`src/rtl/wallace_mac_if.sv`:
```
// Handshake bundle between the Wallace multiplier stream, the MAC accumulator and its result consumer.
interface wallace_mac_if #(
  parameter int ACC_W = 16,
  parameter int CNT_W = 5
);
  logic [7:0]       prod;
  logic             prod_valid;
  logic             prod_last;
  logic             prod_ready;
  logic [ACC_W-1:0] res;
  logic [CNT_W-1:0] res_count;
  logic             res_ovf;
  logic             res_valid;
  logic             res_ready;

  // master drives products and consumes results; slave is the accumulator
  modport master (
    output prod, prod_valid, prod_last, res_ready,
    input  prod_ready, res, res_count, res_ovf, res_valid
  );
  modport slave (
    input  prod, prod_valid, prod_last, res_ready,
    output prod_ready, res, res_count, res_ovf, res_valid
  );
endinterface

```
`src/rtl/wallace_mac_accumulator.sv`:
```
// Accumulates signed 8-bit product beats into one dot-product result per vector.
// Optional macro WALLACE_MAC_SATURATE_EN clamps the accumulator on signed overflow.
module wallace_mac_accumulator #(
  parameter int ACC_W   = 16,
  parameter int MAX_LEN = 16,
  parameter int CNT_W   = 5
) (
  input  logic          clk,
  input  logic          rst,
  wallace_mac_if.slave  bus
);
  typedef enum logic [1:0] {IDLE, ACC, HOLD} state_t;

  state_t           state_q, state_d;
  logic [ACC_W-1:0] acc_q, acc_d, res_q, res_d;
  logic [CNT_W-1:0] cnt_q, cnt_d, rcnt_q, rcnt_d;
  logic             ovf_q, ovf_d, rovf_q, rovf_d;
  logic             rdy_q, rdy_d, rvld_q, rvld_d;

  logic             accept, hshk, add_ovf, ovf_new, term;
  logic [ACC_W-1:0] base, addend, sum, acc_new;
  logic [CNT_W-1:0] cnt_new;

  assign accept  = bus.prod_valid && rdy_q;
  assign hshk    = rvld_q && bus.res_ready;
  assign base    = (state_q == ACC) ? acc_q : '0;
  assign addend  = ACC_W'($signed(bus.prod));
  assign sum     = base + addend;
  assign add_ovf = (base[ACC_W-1] == addend[ACC_W-1]) && (sum[ACC_W-1] != base[ACC_W-1]);
  assign ovf_new = ((state_q == ACC) && ovf_q) || add_ovf;
  assign cnt_new = ((state_q == ACC) ? cnt_q : '0) + CNT_W'(1);
  assign term    = accept && (bus.prod_last || (cnt_new == CNT_W'(MAX_LEN)));

`ifdef WALLACE_MAC_SATURATE_EN
  // overflow direction follows the common operand sign
  assign acc_new = !add_ovf      ? sum :
                   base[ACC_W-1] ? {1'b1, {(ACC_W-1){1'b0}}} :
                                   {1'b0, {(ACC_W-1){1'b1}}};
`else
  assign acc_new = sum;
`endif

  always_ff @(posedge clk or posedge rst) begin
    if (rst) begin
      state_q <= IDLE;
      acc_q   <= '0;
      cnt_q   <= '0;
      ovf_q   <= 1'b0;
      rdy_q   <= 1'b0;
      res_q   <= '0;
      rcnt_q  <= '0;
      rovf_q  <= 1'b0;
      rvld_q  <= 1'b0;
    end else begin
      state_q <= state_d;
      acc_q   <= acc_d;
      cnt_q   <= cnt_d;
      ovf_q   <= ovf_d;
      rdy_q   <= rdy_d;
      res_q   <= res_d;
      rcnt_q  <= rcnt_d;
      rovf_q  <= rovf_d;
      rvld_q  <= rvld_d;
    end
  end

  always_comb begin
    state_d = state_q;
    case (state_q)
      IDLE, ACC: if (accept) state_d = term ? HOLD : ACC;
      HOLD:      if (hshk)   state_d = IDLE;
      default:               state_d = IDLE;
    endcase
  end

  always_comb begin
    acc_d  = acc_q;
    cnt_d  = cnt_q;
    ovf_d  = ovf_q;
    res_d  = res_q;
    rcnt_d = rcnt_q;
    rovf_d = rovf_q;
    rvld_d = rvld_q;
    // ready is held low only while a result waits; no accept on the handshake edge
    rdy_d  = (state_q != HOLD);
    if (accept) begin
      acc_d = acc_new;
      cnt_d = cnt_new;
      ovf_d = ovf_new;
    end
    if (term) begin
      res_d  = acc_new;
      rcnt_d = cnt_new;
      rovf_d = ovf_new;
      rvld_d = 1'b1;
      rdy_d  = 1'b0;
    end else if (hshk) begin
      acc_d  = '0;
      cnt_d  = '0;
      ovf_d  = 1'b0;
      rvld_d = 1'b0;
      rdy_d  = 1'b1;
    end
  end

  assign bus.prod_ready = rdy_q;
  assign bus.res        = res_q;
  assign bus.res_count  = rcnt_q;
  assign bus.res_ovf    = rovf_q;
  assign bus.res_valid  = rvld_q;
endmodule

```
`src/flat_wrapper.sv`:
```
// flat-port wrapper written by rule: the top's interface ports become plain ports
module wallace_mac_accumulator_flat 
#(
  parameter int ACC_W   = 16,
  parameter int MAX_LEN = 16,
  parameter int CNT_W   = 5
)
  (clk, rst, bus_prod, bus_prod_valid, bus_prod_last, bus_res_ready, bus_prod_ready, bus_res, bus_res_count, bus_res_ovf, bus_res_valid);
  wallace_mac_if #(.ACC_W(ACC_W), .CNT_W(CNT_W)) bus_i ();
  input  logic clk;
  input  logic rst;
  input wire logic [$bits(bus_i.prod)-1:0] bus_prod;
  input wire logic [$bits(bus_i.prod_valid)-1:0] bus_prod_valid;
  input wire logic [$bits(bus_i.prod_last)-1:0] bus_prod_last;
  input wire logic [$bits(bus_i.res_ready)-1:0] bus_res_ready;
  output wire logic [$bits(bus_i.prod_ready)-1:0] bus_prod_ready;
  output wire logic [$bits(bus_i.res)-1:0] bus_res;
  output wire logic [$bits(bus_i.res_count)-1:0] bus_res_count;
  output wire logic [$bits(bus_i.res_ovf)-1:0] bus_res_ovf;
  output wire logic [$bits(bus_i.res_valid)-1:0] bus_res_valid;
  assign bus_i.prod = bus_prod;
  assign bus_i.prod_valid = bus_prod_valid;
  assign bus_i.prod_last = bus_prod_last;
  assign bus_i.res_ready = bus_res_ready;
  assign bus_prod_ready = bus_i.prod_ready;
  assign bus_res = bus_i.res;
  assign bus_res_count = bus_i.res_count;
  assign bus_res_ovf = bus_i.res_ovf;
  assign bus_res_valid = bus_i.res_valid;
  wallace_mac_accumulator #(.ACC_W(ACC_W), .MAX_LEN(MAX_LEN), .CNT_W(CNT_W)) u_core (.clk(clk), .rst(rst), .bus(bus_i));
endmodule
```
`config.mk`:
```
export PLATFORM = sky130hd
export DESIGN_NAME = wallace_mac_accumulator_flat
export DESIGN_NICKNAME = d
export VERILOG_FILES = /design/src/rtl/wallace_mac_if.sv /design/src/rtl/wallace_mac_accumulator.sv /design/src/flat_wrapper.sv
export SDC_FILE = /design/constraint.sdc
export NUM_CORES = 1
export LEC_CHECK = 0
export ABC_AREA = 1
export CAP_MARGIN = 20
export CORE_ASPECT_RATIO = 0.5
export CORE_MARGIN = 2
export CORE_UTILIZATION = 39
export DETAILED_ROUTE_END_ITERATION = 8
export MAX_ROUTING_LAYER = met4
export PLACE_DENSITY = 0.68
export SLEW_MARGIN = 20
export SYNTH_ARGS = -nofsm -noshare
export SYNTH_HDL_FRONTEND = slang
export SYNTH_SLANG_ARGS = --single-unit
```
`constraint.sdc`:
```
create_clock -name clk -period 4.4 [get_ports clk]
set_input_delay 0.88 -clock clk [delete_from_list [all_inputs] [get_ports clk]]
set_output_delay 0.88 -clock clk [all_outputs]
set_load 0.02 [all_outputs]
```
==> results.ini <==
[cts]
cts_max_path_buffers=2
htreeDepth=2
cts-root-buf=clkbuf_16
cts-hold-fix-buffers=0
post_cts_resized=0
cts_made_buffers=5
cts_tree=done
cts_setup_buffers=0
cts.sinks=48
cts.reportedPaths.clkPinSlew_ps=70
clock_latency_ps=290

[sta]
hold_viol_final=0
finalCriticalPeriod_ps=3200
setup_viol=0
rsz0062_at_grt=false
finalSetupTns_ps=0
drv_slew=0
fin_skew_ps=7.80
worstMarginPinSlew_ps=823
timing.fmax_ghz=0.312
finalCritPeriodShare_pct=72.7
relSlewSlack_pct=45.1

[job]
drv_cap=0

[route]
wirelength_mm=7.62
vias=2924
ant_nets=0
detail_route.wl_per_cell_microns=12.3
route.detailed.drc=0
post_drt_via_cell_ratio=4.71
drt_iter0_markers=243
dr.pass1.iters=4

[die]
die_w_microns=131
dieArea_sq_mm=0.00890
rows=23
core_sq_mm=0.00794
ios=37
floorplan.initialDensity_pct=39.9
dieHeight_microns=67.7

[worst_setup_path]
slowest_stage=nand2_2
critPathMaxStageDelay_ps=440
critical_path.most_common_cell=nand2_1
critPathKind=flop to flop
cp-end-kind=flop
crit_required_ps=4630
crit_chain=inv_1 -> nand2_1 -> nor2_1 -> ha_1 -> nand4_1 -> nand2_1 -> nand2_1 -> nor2_1 -> nand2_1 -> nand2_2 -> nand2_2 -> nand2_2 -> nand2_1 -> nor2_1
cp_max_fo=38
critPathArrivalTime_ps=3430
start_kind=flop

[synth]
synth_common_cells=nand2_1 (188), inv_1 (67), nor2_1 (49), dfrtp_1 (48), nand3_1 (22)
synth-edff-count=0
yosys_warnings=0
postSynthAreaPerCell_sq_um=6.70
yosysUniqueCellTypes=32
ys_ff_latch=48
synthCells=473
synth_top_area_cell=dfrtp_1
synth_top_area_share_pct=37.9
synth_ff_type=dfrtp_1
synthArstFlopShare_pct=100
synth_area_leaders=dfrtp_1 (38%), nand2_1 (22%), inv_1 (7.9%), ha_1 (6.7%), nor2_1 (5.8%)
synth_most_common_cell=nand2_1
synth_nets=504
netlist_area_sq_mm=0.00317
ys_seq_area_share_pct=37.9

[global_routing]
grt_pass1_vias=2683
grt_pass1_wl_mm=12.8
grt_max_degree=49
track_usage_pct=18.7
antenna_found_initial=0
overflow=0

[outcome]
status=finished clean

[power_and_ir_drop]
p_per_area_mw_per_mm2=261
vdd_ir_drop_max_uv=156
power.leakage_nw=2.10

[final_layout]
drive_gt1_share_pct=4.72
fin_util_pct=48.0
diodes=0
syn_to_final_growth_pct=20.4
num-fill-cells=815
finalNetCount=539

[hold_path]
hold_class=flop to flop

[placement]
port_buffers=36
dp_hpwl_mm=5.67
gp_congestion=1.04

-- logic make-up after synthesis --
logic type / share of synthesized area (%)
and+or+nand+nor: 35.6
AOI/OAI and AO/OA: 7.51
DFF: 37.9
xor gates and xnor gates: 1.11
buffers and inverters: 10.5
adders and majority gates: 7.35
-- worst max-delay path, delay by kind of cell, from the launching register on --
kind / cells / cell delay [ps]
fa+ha+maj: 1 / 210
buf+inv: 1 / 150
flops: 1 / 410
simple gates: 12 / 2360
-- placed cells by master, fill, tap and decap left out, types with 3 or more instances in the layout --
master           instances
inv_1                   66
nand2_2                  3
a21oi_1                 14
nand2_1                188
o21ai_0                 14
o21ai_1                  8
ha_1                    17
clkdlybuf4s50_1         36
nor2_1                  49
or2_2                    3
nand3_1                 22
inv_2                    3
xnor2_1                  3
clkbuf_16                5
nand4_1                  8
dfrtp_1                 48
-- cell type report --
type,instances,area (sq um),share of cell area (%)
Sequential cell,48,1200,31.5
Clock buffer,5,125,3.28
Timing Repair Buffer,38,375,9.85
Tap cell,112,140,3.68
Inverter,71,268,7.02
Multi-Input combinational cell,344,1630,42.9
Clock inverter,3,68.8,1.81
-- routing by layer --
| layer | share of wire (%) | wire, microns | global-route usage [%] | vias up |
|---|---|---|---|---|
| li1 | - | - | - | 1526 |
| met1 | 48 | 3660 | 23.2 | 1332 |
| met2 | 47 | 3550 | 33.2 | 57 |
| met3 | 4.4 | 335 | 2.93 | 9 |
| met4 | 0.97 | 74 | 3.67 | 0 |
| met5 | 0 | 0 | - | - |
-- where the power goes --
group	internal (mW)	total (mW)	switching, mW
logic	0.0202	0.0536	0.0333
clock network	0.328	0.502	0.174
registers	0.441	0.441	0
-- per-stage QoR --
stage	hold slack [ps]	power (mW)	area, sq um	setup slack (ps)	cells
floorplan	509	0.481	3170	2130	473
global placement	467	0.503	3620	1400	613
detailed placement	464	0.504	3620	1310	613
CTS	483	1.00	3810	1210	621
global route	501	1.03	3810	876	621
finish	482	0.996	3810	1200	621
-- sequential cells by signal, summed over array words and instances (netlist names) --
name and count:
u_core.acc_q 16, u_core.bus.res 16, u_core.bus.res_count 5, u_core.cnt_q 5, u_core.state_q 2, u_core.bus.prod_ready 1
u_core.bus.res_ovf 1, u_core.bus.res_valid 1, u_core.ovf_q 1
-- path summary, 6_finish.rpt --
path                              startpoint  slack (ps)  cells past startpoint            endpoint
setup / recovery           u_core.state_q[1]        1200                     14        u_core.ovf_q
hold / removal             u_core.bus.res[8]         480                      2   u_core.bus.res[8]
setup reg to reg           u_core.state_q[1]        1200                     14        u_core.ovf_q
hold reg to reg            u_core.bus.res[8]         480                      2   u_core.bus.res[8]
max in group asynchronous                rst        2860                      2     u_core.acc_q[1]
min in group asynchronous                rst        1040                      2  u_core.bus.res[10]
Power figures use the tool's default switching activity.
